<file path="config.mk">
export PLATFORM = sky130hd
export DESIGN_NAME = controlador_es
export DESIGN_NICKNAME = d
export VERILOG_FILES = /design/src/rtl/controlador_es.sv
export SDC_FILE = /design/constraint.sdc
export NUM_CORES = 1
export LEC_CHECK = 0
export ABC_CLOCK_PERIOD_IN_PS = 4900
export CORE_MARGIN = 2
export CORE_UTILIZATION = 55
export DETAILED_ROUTE_END_ITERATION = 10
export HOLD_SLACK_MARGIN = 0.05
export PLACE_DENSITY = 0.93
export SETUP_SLACK_MARGIN = 0.1
export SYNTH_ARGS = -nofsm -noshare
export SYNTH_HDL_FRONTEND = slang
export SYNTH_SLANG_ARGS = --single-unit
</file>
<file path="constraint.sdc">
create_clock -name clk -period 4.9 [get_ports clk]
set_clock_uncertainty 0.2 [all_clocks]
set_input_delay 0.98 -clock clk [delete_from_list [all_inputs] [get_ports clk]]
set_output_delay 0.98 -clock clk [all_outputs]
set_load 0.02 [all_outputs]
</file>
<file path="src/rtl/controlador_es.sv">
// ---------------------------------------------------------------------------
// controlador_es
//   Handshaked I/O sequencer between the processor control FSM and the
//   external 8-bit ports. OUT results are buffered in a circular FIFO and
//   driven out with valid/ready. IN instructions wait, with an optional
//   timeout, for an external valid. The control FSM is stalled whenever a
//   request cannot complete in the current cycle.
//
// Parameters
//   FIFO_DEPTH : output FIFO entries (power of two, >= 2)
//   IN_TIMEOUT : max WAIT_IN cycles before abort; 0 = wait forever
//
// Ports
//   clk        : system clock, rising edge
//   rst        : synchronous active-low reset
//   out_req    : processor executing OUT this cycle
//   out_data   : value to send
//   in_req     : processor executing IN, held until stall=0
//   stall      : combinational stall to the control FSM
//   in_data    : captured input byte (holds until next capture)
//   in_done    : IN completes this cycle
//   in_err     : with in_done, IN ended by timeout
//   pINPUT     : external input byte
//   in_valid   : pINPUT holds valid data
//   in_ack     : pINPUT consumed this cycle
//   pOUTPUT    : FIFO head, 8'h00 when empty
//   out_valid  : FIFO not empty
//   out_ready  : external consumer accepts pOUTPUT
//   out_count  : current FIFO occupancy
// ---------------------------------------------------------------------------
module controlador_es #(
    parameter int unsigned FIFO_DEPTH = 4,
    parameter int unsigned IN_TIMEOUT = 255
) (
    input  logic                          clk,
    input  logic                          rst,
    input  logic                          out_req,
    input  logic [7:0]                    out_data,
    input  logic                          in_req,
    output logic                          stall,
    output logic [7:0]                    in_data,
    output logic                          in_done,
    output logic                          in_err,
    input  logic [7:0]                    pINPUT,
    input  logic                          in_valid,
    output logic                          in_ack,
    output logic [7:0]                    pOUTPUT,
    output logic                          out_valid,
    input  logic                          out_ready,
    output logic [$clog2(FIFO_DEPTH):0]   out_count
);

    localparam int unsigned AW = $clog2(FIFO_DEPTH);
    // A zero timeout still needs a one-bit counter; it simply saturates.
    localparam int unsigned CW = (IN_TIMEOUT > 0) ? $clog2(IN_TIMEOUT + 1) : 1;

    localparam logic [AW:0]   FULL_CNT = (AW + 1)'(FIFO_DEPTH);
    localparam logic [AW:0]   CNT_ONE  = 1;
    localparam logic [AW-1:0] PTR_ONE  = 1;
    localparam logic [CW-1:0] TO_VAL   = CW'(IN_TIMEOUT);
    localparam logic [CW-1:0] TO_ONE   = 1;
    localparam logic [CW-1:0] TO_MAX   = '1;

    // ------------------------------------------------------------------
    // Output FIFO
    // ------------------------------------------------------------------
    logic [7:0]    r_mem [FIFO_DEPTH];
    logic [AW-1:0] r_wptr;
    logic [AW-1:0] r_rptr;
    logic [AW:0]   r_count;

    logic w_full;
    logic w_empty;
    logic w_push;
    logic w_pop;

    // Full comes from the registered count, so a pop in the same cycle
    // does not release a stalled OUT until the next cycle.
    assign w_full  = (r_count == FULL_CNT);
    assign w_empty = (r_count == '0);
    assign w_push  = out_req && !w_full;
    assign w_pop   = !w_empty && out_ready;

    always_ff @(posedge clk) begin
        if (!rst) begin
            r_wptr  <= '0;
            r_rptr  <= '0;
            r_count <= '0;
        end else begin
            if (w_push) begin
                r_wptr <= r_wptr + PTR_ONE;
            end
            if (w_pop) begin
                r_rptr <= r_rptr + PTR_ONE;
            end
            case ({w_push, w_pop})
                2'b10:   r_count <= r_count + CNT_ONE;
                2'b01:   r_count <= r_count - CNT_ONE;
                default: r_count <= r_count;
            endcase
        end
    end

    // Storage has no reset; stale entries are masked by the count.
    always_ff @(posedge clk) begin
        if (rst && w_push) begin
            r_mem[r_wptr] <= out_data;
        end
    end

    assign out_valid = !w_empty;
    assign pOUTPUT   = w_empty ? 8'h00 : r_mem[r_rptr];
    assign out_count = r_count;

    // ------------------------------------------------------------------
    // Input FSM
    // ------------------------------------------------------------------
    typedef enum logic [1:0] {
        S_IDLE,
        S_WAIT_IN,
        S_DONE
    } state_t;

    state_t        r_state;
    state_t        w_next;
    logic [CW-1:0] r_tcnt;
    logic [7:0]    r_in_data;
    logic          r_err;

    logic w_capture;
    logic w_timeout;
    logic w_wait;

    always_comb begin
        w_next    = r_state;
        w_capture = 1'b0;
        w_timeout = 1'b0;
        w_wait    = 1'b0;
        case (r_state)
            S_IDLE: begin
                if (in_req) begin
                    w_next = S_WAIT_IN;
                end
            end
            S_WAIT_IN: begin
                // A valid byte in the final WAIT_IN cycle beats the timeout.
                if (in_valid) begin
                    w_capture = 1'b1;
                    w_next    = S_DONE;
                end else if ((IN_TIMEOUT != 0) && (r_tcnt == TO_VAL)) begin
                    w_timeout = 1'b1;
                    w_next    = S_DONE;
                end else begin
                    w_wait = 1'b1;
                end
            end
            S_DONE: begin
                w_next = S_IDLE;
            end
            default: begin
                w_next = S_IDLE;
            end
        endcase
    end

    always_ff @(posedge clk) begin
        if (!rst) begin
            r_state   <= S_IDLE;
            r_tcnt    <= '0;
            r_in_data <= 8'h00;
            r_err     <= 1'b0;
        end else begin
            r_state <= w_next;
            if (r_state == S_IDLE && in_req) begin
                r_tcnt <= '0;
            end else if (w_wait && r_tcnt != TO_MAX) begin
                r_tcnt <= r_tcnt + TO_ONE;
            end
            if (w_capture) begin
                r_in_data <= pINPUT;
                r_err     <= 1'b0;
            end else if (w_timeout) begin
                r_in_data <= 8'h00;
                r_err     <= 1'b1;
            end
        end
    end

    assign in_data = r_in_data;
    assign in_done = (r_state == S_DONE);
    assign in_err  = (r_state == S_DONE) && r_err;

    // Combinational outputs are masked while reset is asserted so that a
    // request held across reset does not stall or consume input.
    assign in_ack = rst && (r_state == S_WAIT_IN) && in_valid;
    assign stall  = rst && ((out_req && w_full) ||
                            (in_req && (r_state != S_DONE)));

endmodule

</file>
==> results.yml, run 1 <==
clock_network:
  holdBufCountCts: 0
  clock_tree.buffer_depth: 2
  root_buffer: "clkbuf_8"
  cts.reportedPaths.clkPinSlew_ns: 0.06
  clock_sinks: 60
  htree_levels: 3
  cts_resized: 0
  clock_latency_ns: 0.33
  cts_setup_buffers: 0
  cts_tree: "built"
  numCtsBuffers: 9
die:
  die_area_mm2: 0.00504
  core_mm2: 0.00435
  die_h_um: 71.0
  io_pins: 46
  start_util_pct: 56.7
  die_w_um: 71.0
  num_rows: 24
placed_design:
  gp_congestion: 0.772
  io_buffers: 45
  place_hpwl_um: 3130
  placed_area_mm2: 0.00297
synth:
  yosys_warnings: 0
  avgSynthCellArea_um2: 13.6
  yosys_register_bits: 60
  synthCells: 181
  ys_seq_area_share_pct: 61.6
  syn_area_mm2: 0.00247
  synth_ff_type: "edfxtp_1"
  async_flop_share_pct: 0
  synth_nets: 210
  synth_edf_count: 32
  ys_types: 36
routing:
  wl_um: 4470
  first_pass_iters: 4
  drtIter0Drc: 114
  drc: 0
  ant_nets: 0
  vias_per_cell: 5.51
  routedWlPerCell_um: 15.4
  via_count: 1598
cells_and_area:
  fill_cells: 287
  utilization_pct: 72.3
  nets: 262
  final_common_cell: "clkdlybuf4s50_1"
  area_growth_pct: 27.5
  design_area_mm2: 0.00315
  diodes: 0
  multi_input_area_um2: 902
  drive_gt1_share_pct: 9.24
  ff_latch_area_mm2: 0.00152
  layout_common_cells: "45 x clkdlybuf4s50_1, 32 x edfxtp_1, 28 x dfxtp_1"
sta:
  worst_pin_slew_ns: 0.558
  hold_violations: 0
  worst_hold_slack_ns: 0.276
  final.min_clock_period_ns: 3.83
  slew_violations: 0
  fin_crit_sh_pct: 78.2
  setup_violations: 0
  setup-tns-final_ns: 0
  slew_headroom_pct: 62.6
  max_freq_mhz: 261
  rsz0062_at_grt: "false"
critical_path:
  cp.depth: 4
  cp_slowest_cell: "clkdlybuf4s50_1"
  end_kind: "output pin"
  cp_common_cell: "clkdlybuf4s50_1"
  worstPathCellList: "clkdlybuf4s50_1, buf_4, and3_1, clkdlybuf4s50_1"
  arrival_ns: 2.65
  critical-path-top-delay-family: "buffers and inverters"
  critical_path_buf_inv_count: 3
  cp_max_fo: 19
  rr_worst_depth: 8
  crit_type: "input pin to output pin"
  slowest_delay_ns: 0.67
  critPathRequiredTime_ns: 3.72
  start_kind: "input pin"
  reg2reg_slack_ns: 2.36
grt:
  grt_antenna_before_repair: 0
  grt_pass1_wl_um: 7360
  grt_max_degree: 20
  grt_pass1_vias: 1591
  overflow: 0
  grt_usage_pct: 19.3
pwr:
  p_leak_nw: 1.12
  peakVddDrop_mv: 0.221
  power_mw: 1.41
  p_per_area_mw_per_mm2: 447
job:
  max_cap_violations: 0
min_path:
  hp-class: "register to register"
  hold_path_depth: 1
run_status:
  status: "finished clean"
[metrics by stage]
step / instances / setup slack, ns
floorplan: 181 / 2.19
global placement: 274 / 1.10
detailed placement: 274 / 1.08
CTS: 290 / 1.07
global route: 290 / 0.986
finish: 290 / 1.07
[kinds of logic after synthesis]
| family | after synthesis | share of synthesized area [%] |
|---|---|---|
| compound gates | 28 | 8.16 |
| xor+xnor | 9 | 3.19 |
| fa+ha+maj | 7 | 3.85 |
| buf+inv | 12 | 1.87 |
| flops | 60 | 61.6 |
| mux | 10 | 8.11 |
| simple gates | 55 | 13.2 |
[worst register-to-register path: stages, from the launching register on]
cell and delay [ns]:
dfxtp_1 0.41, or3_1 0.36, and2_1 0.24, ha_1 0.20, inv_1 0.06, fa_1 0.37
xor2_1 0.16, or3_1 0.30, a21boi_0 0.17
[registers in the layout (all words and copies together), names as in the netlist, named ones only]
name / cells
r_state: 2
r_wptr: 2
r_tcnt: 8
out_count: 3
r_mem: 32
in_data: 8
r_err: 1
r_rptr: 2
[cell usage after synthesis, types with 3 or more instances]
| master | number | area, um2 |
|---|---|---|
| edfxtp_1 | 32 | 961 |
| dfxtp_1 | 28 | 561 |
| and2_1 | 15 | 93.8 |
| a22o_1 | 8 | 70.1 |
| mux4_2 | 8 | 180 |
| nor2_1 | 8 | 30.0 |
| and3_1 | 7 | 43.8 |
| inv_1 | 7 | 26.3 |
| nand2_1 | 7 | 26.3 |
| ha_1 | 6 | 75.1 |
| nor2b_1 | 6 | 37.5 |
| xor2_1 | 5 | 43.8 |
| a21oi_1 | 4 | 20.0 |
| clkbuf_1 | 4 | 15.0 |
| xnor2_1 | 4 | 35.0 |
| nand3_1 | 3 | 15.0 |
| o21ai_0 | 3 | 15.0 |
| or3_1 | 3 | 18.8 |
[layer usage]
metal,GRT usage (%),up-vias,share of wire (%)
li1,-,769,-
met1,22.5,773,42
met2,31.7,52,51
met3,7.55,4,6.6
met4,8.39,0,0.94
met5,0,-,0
[worst paths after layout]
kind / from / end
max: rst / in_ack
min: in_data[6] / in_data[6]
max reg2reg: out_count[2] / out_count[2]
min reg2reg: in_data[6] / in_data[6]
[area by class of cell]
| class | count | share of cell area [%] |
|---|---|---|
| repair buffers | 46 | 14.5 |
| clock buffers | 13 | 4.41 |
| inverters | 7 | 0.834 |
| well taps | 52 | 2.07 |
| flip-flops and latches | 60 | 48.3 |
| clock inverters | 3 | 1.19 |
| multi-input cells | 109 | 28.6 |
[power by group]
part	internal, mW	switching (mW)	leakage (nW)
combinational	0.206	0.176	0.516
sequential	0.572	0.0461	0.518
clock	0.232	0.176	0.0867
Note: power is estimated with default switching activity, not from simulation.
==> run 2: changes to the inputs <==
- ABC_CLOCK_PERIOD_IN_PS: 4900 -> 3800
- CORE_UTILIZATION: 55 -> 51
- PLACE_DENSITY: 0.93 -> 0.87
- clock period: 4.9 -> 3.8 ns (I/O delays scaled with it)
==> results.yml, run 2 (synthesis gave the netlist of run 1 again) <==
cells_and_area:
  largest_reg_flops: 32
  nets: 262
  area_growth_pct: 27.9
  drive_gt1_share_pct: 10.5
  layout_common_cells: "45 x clkdlybuf4s50_1, 32 x edfxtp_1, 28 x dfxtp_1"
  regMostFlops: "r_mem"
  diodes: 0
  final_common_cell: "clkdlybuf4s50_1"
clock_network:
  clock_sinks: 60
  cts_resized: 0
  numCtsBuffers: 9
  cts_tree: "built"
  root_buffer: "clkbuf_8"
  cts.reportedPaths.clkPinSlew_ns: 0.06
  clock_tree.buffer_depth: 2
  cts_setup_buffers: 0
  clock_latency_ns: 0.32
  htree_levels: 3
  holdBufCountCts: 0
pwr:
  p_leak_nw: 1.13
  p_switching_mw: 0.514
  swShare_pct: 28.3
  peakVddDrop_mv: 0.309
  p_per_area_mw_per_mm2: 575
  p_comb_share_pct: 27.1
  clkPwrFrac_pct: 29.1
  p_int_mw: 1.30
  power_frac_seq_pct: 43.8
die:
  die_area_mm2: 0.00542
  io_pins: 46
  num_rows: 25
  core_mm2: 0.00469
  die_w_um: 73.6
  start_util_pct: 52.6
  die_h_um: 73.6
sta:
  setup-tns-final_ns: 0
  worst_pin_slew_ns: 0.592
  rsz0062_at_grt: "false"
  setup_violations: 0
  fin_crit_sh_pct: 87.5
  hold_violations: 0
  max_freq_mhz: 301
  final.min_clock_period_ns: 3.33
  slew_violations: 0
  fin_ws_ns: 0.475
  slew_headroom_pct: 60.2
routing:
  via_count: 1581
  ant_nets: 0
  drc: 0
  drtIter0Drc: 49
  first_pass_iters: 4
  routedWlPerCell_um: 14.9
  vias_per_cell: 5.41
  wl_um: 4340
min_path:
  min_from: "in_data[2]"
  hold_path_depth: 1
  hp-class: "register to register"
  holdPathEnd: "in_data[2]"
placed_design:
  io_buffers: 45
  place_hpwl_um: 3120
  place_ws_ns: 0.462
  gp_congestion: 0.824
critical_path:
  arrival_ns: 2.37
  rr_startpoint: "out_count[2]"
  rr_endpoint: "out_count[2]"
  critPathRequiredTime_ns: 2.84
  crit_type: "input pin to output pin"
  rr_worst_depth: 8
  crit_path_start: "in_valid"
  start_kind: "input pin"
  reg2reg_slack_ns: 1.27
  cp_max_fo: 9
  end_kind: "output pin"
grt:
  grt_pass1_vias: 1584
  overflow: 0
  grt_antenna_before_repair: 0
  grt_max_degree: 19
  grt_pass1_wl_um: 6990
  grt_usage_pct: 17.5
run_status:
  status: "finished clean"
job:
  max_cap_violations: 0
-- run 2: changes by cell type in the layout (fill, tap and decap cells not counted) --
cell and change:
clkinv_4 +1, clkinv_1 -1, clkinv_2 +2, clkbuf_1 -2
-- run 2: power by group through the flow --
stage	combinational [mW]	sequential, mW	clock, mW
6_report	0.492	0.796	0.529
5_1_grt	0.540	0.806	0.574
4_1_cts	0.501	0.797	0.543
3_5_place_dp	0.499	0.811	0
3_3_place_gp	0.483	0.809	0
2_1_floorplan	0.316	0.790	0
-- run 2: worst max path at each step --
stage / to / slack (ns) / depth (start not counted)
finish: in_ack / 0.47 / 3
global route: in_ack / 0.39 / 3
CTS: in_ack / 0.46 / 3
detailed placement: in_ack / 0.46 / 3
global placement: in_ack / 0.51 / 3
floorplan: out_count[2] / 1.35 / 8
-- run 2: layout make-up --
class | instances | area (um2)
multi-input combinational | 109 | 902
sequential | 60 | 1520
tap | 54 | 67.6
timing repair buffer | 46 | 458
fill | 354 | 1530
clock inverter | 5 | 52.6
clock buffer | 11 | 131
inverter | 7 | 26.3
-- run 2: critical path, cell delays in order --
cell and delay (ns):
clkdlybuf4s50_1 0.56, and3_1 0.37, clkdlybuf4s50_1 0.68
-- run 2: metrics by stage --
stage                     instance area [um2]  std cells  utilization, %  hold WS (ns)  total power, mW
after floorplan                          2470        181               -         0.243             1.11
after CTS                                3160        292            67.3         0.281             1.84
after global routing                     3160        292            67.3         0.293             1.92
after global placement                   2980        276            63.4         0.259             1.29
final                                    3160        292            67.3         0.281             1.82
after detailed placement                 2980        276            63.4         0.259             1.31
-- run 2: layer usage --
metal / global-route usage, % / up-vias / share of wire [%]
li1: - / 770 / -
met1: 21.7 / 758 / 44
met2: 28.4 / 49 / 50
met3: 6.17 / 4 / 5.8
met4: 6.06 / 0 / 0.94
met5: 0 / - / 0
==> run 3: changes to the inputs <==
- CORE_UTILIZATION: 51 -> 54
- CTS_BUF_LIST: not set -> sky130_fd_sc_hd__clkbuf_8
- PLACE_DENSITY: 0.87 -> 0.91
- SKIP_LAST_GASP: not set -> 1
==> results.yml, run 3 (synthesis gave the netlist of run 1 again) <==
routing:
  first_pass_iters: 4
  met3WireLength_um: 288
  via_count: 1560
  wl_um: 4330
  wl_met2_um: 2030
  top_layer_used: "met4"
  routedWlPerCell_um: 14.9
  drt-met1-wl_um: 1940
  ant_nets: 0
  drc: 0
  drtIter0Drc: 145
  vias_per_cell: 5.38
pwr:
  power_frac_seq_pct: 44.3
  p_int_mw: 1.29
  p_comb_share_pct: 27.2
  p_per_area_mw_per_mm2: 571
  swShare_pct: 28.1
  p_leak_nw: 1.13
  peakVddDrop_mv: 0.281
  clkPwrFrac_pct: 28.5
  p_switching_mw: 0.506
critical_path:
  cp_slowest_cell: "clkdlybuf4s50_1"
  rr_startpoint: "out_count[0]"
  rr_worst_depth: 8
  reg2reg_slack_ns: 1.28
  end_kind: "output pin"
  arrival_ns: 2.35
  start_kind: "input pin"
  critPathRequiredTime_ns: 2.84
  worstPathCellList: "clkdlybuf4s50_1, and3_1, clkdlybuf4s50_1"
  rr_endpoint: "out_count[2]"
  slowest_delay_ns: 0.67
  crit_type: "input pin to output pin"
  critical_path_buf_inv_count: 2
  cp_max_fo: 9
  critical-path-top-delay-family: "buffers and inverters"
  cp_common_cell: "clkdlybuf4s50_1"
clock_network:
  numCtsBuffers: 9
  htree_levels: 3
  holdBufCountCts: 0
  cts_setup_buffers: 0
  clock_latency_ns: 0.33
  clock_sinks: 60
  clock_tree.buffer_depth: 2
  cts_tree: "built"
  root_buffer: "clkbuf_8"
  cts_resized: 0
  cts.reportedPaths.clkPinSlew_ns: 0.06
sta:
  max_freq_mhz: 302
  slew_violations: 0
  hold_violations: 0
  fin_ws_ns: 0.487
  fin_crit_sh_pct: 87.2
  slew_headroom_pct: 62.3
  final.min_clock_period_ns: 3.31
  rsz0062_at_grt: "false"
  setup_violations: 0
  setup-tns-final_ns: 0
  worst_pin_slew_ns: 0.562
cells_and_area:
  fill_cells: 295
  regMostFlops: "r_mem"
  area_growth_pct: 27.5
  largest_reg_flops: 32
  diodes: 0
  drive_gt1_share_pct: 9.24
  nets: 262
  final_common_cell: "clkdlybuf4s50_1"
  layout_common_cells: "45 x clkdlybuf4s50_1, 32 x edfxtp_1, 28 x dfxtp_1"
min_path:
  holdPathEnd: "in_data[6]"
  hp-class: "register to register"
  min_from: "in_data[6]"
  hold_path_depth: 1
die:
  die_w_um: 71.6
  io_pins: 46
  num_rows: 24
  die_h_um: 71.6
  die_area_mm2: 0.00513
  start_util_pct: 56.3
  core_mm2: 0.00438
placed_design:
  gp_congestion: 0.734
  place_hpwl_um: 3010
  io_buffers: 45
  place_ws_ns: 0.483
run_status:
  status: "finished clean"
grt:
  grt_max_degree: 19
  grt_antenna_before_repair: 0
  overflow: 0
  grt_pass1_vias: 1570
  grt_pass1_wl_um: 7190
  grt_usage_pct: 18.8
job:
  max_cap_violations: 0
==> run 3: final cells by class <==
cell class,count,area [um2],share of cell area (%)
Clock buffer,9,124,3.93
Clock inverter,7,52.6,1.67
Inverter,7,26.3,0.834
Multi-Input combinational cell,109,902,28.6
Sequential cell,60,1520,48.3
Tap cell,52,65.1,2.07
Timing Repair Buffer,46,458,14.5
==> run 3: routing by layer <==
layer | GRT usage [%] | vias to the layer above
met3 | 7.88 | 10
met5 | 0 | -
li1 | - | 773
met4 | 6.92 | 0
met2 | 30.6 | 47
met1 | 22.4 | 730
==> run 3: stage by stage <==
stage	power [mW]	hold WS, ns	std cells	instance area [um2]	utilization, %
floorplan	1.11	0.243	181	2470	-
global placement	1.29	0.262	274	2970	67.8
detailed placement	1.31	0.258	274	2970	67.8
CTS	1.81	0.281	290	3150	71.8
global route	1.88	0.290	290	3150	71.8
finish	1.80	0.280	290	3150	71.8
==> run 3: worst max path at each step <==
stage                   from      endpoint  slack, ns  cells after the start
floorplan            out_req  out_count[2]       1.35                      8
global route        in_valid        in_ack       0.40                      3
global placement    in_valid        in_ack       0.52                      3
detailed placement  in_valid        in_ack       0.48                      3
CTS                 in_valid        in_ack       0.47                      3
finish              in_valid        in_ack       0.49                      3
==> run 3: power by group through the flow <==
| stage | clock [mW] | combinational (mW) | sequential (mW) |
|---|---|---|---|
| after floorplan | 0 | 0.316 | 0.790 |
| after global placement | 0 | 0.481 | 0.807 |
| after detailed placement | 0 | 0.494 | 0.812 |
| after CTS | 0.521 | 0.495 | 0.799 |
| after global routing | 0.546 | 0.532 | 0.806 |
| final | 0.512 | 0.488 | 0.796 |
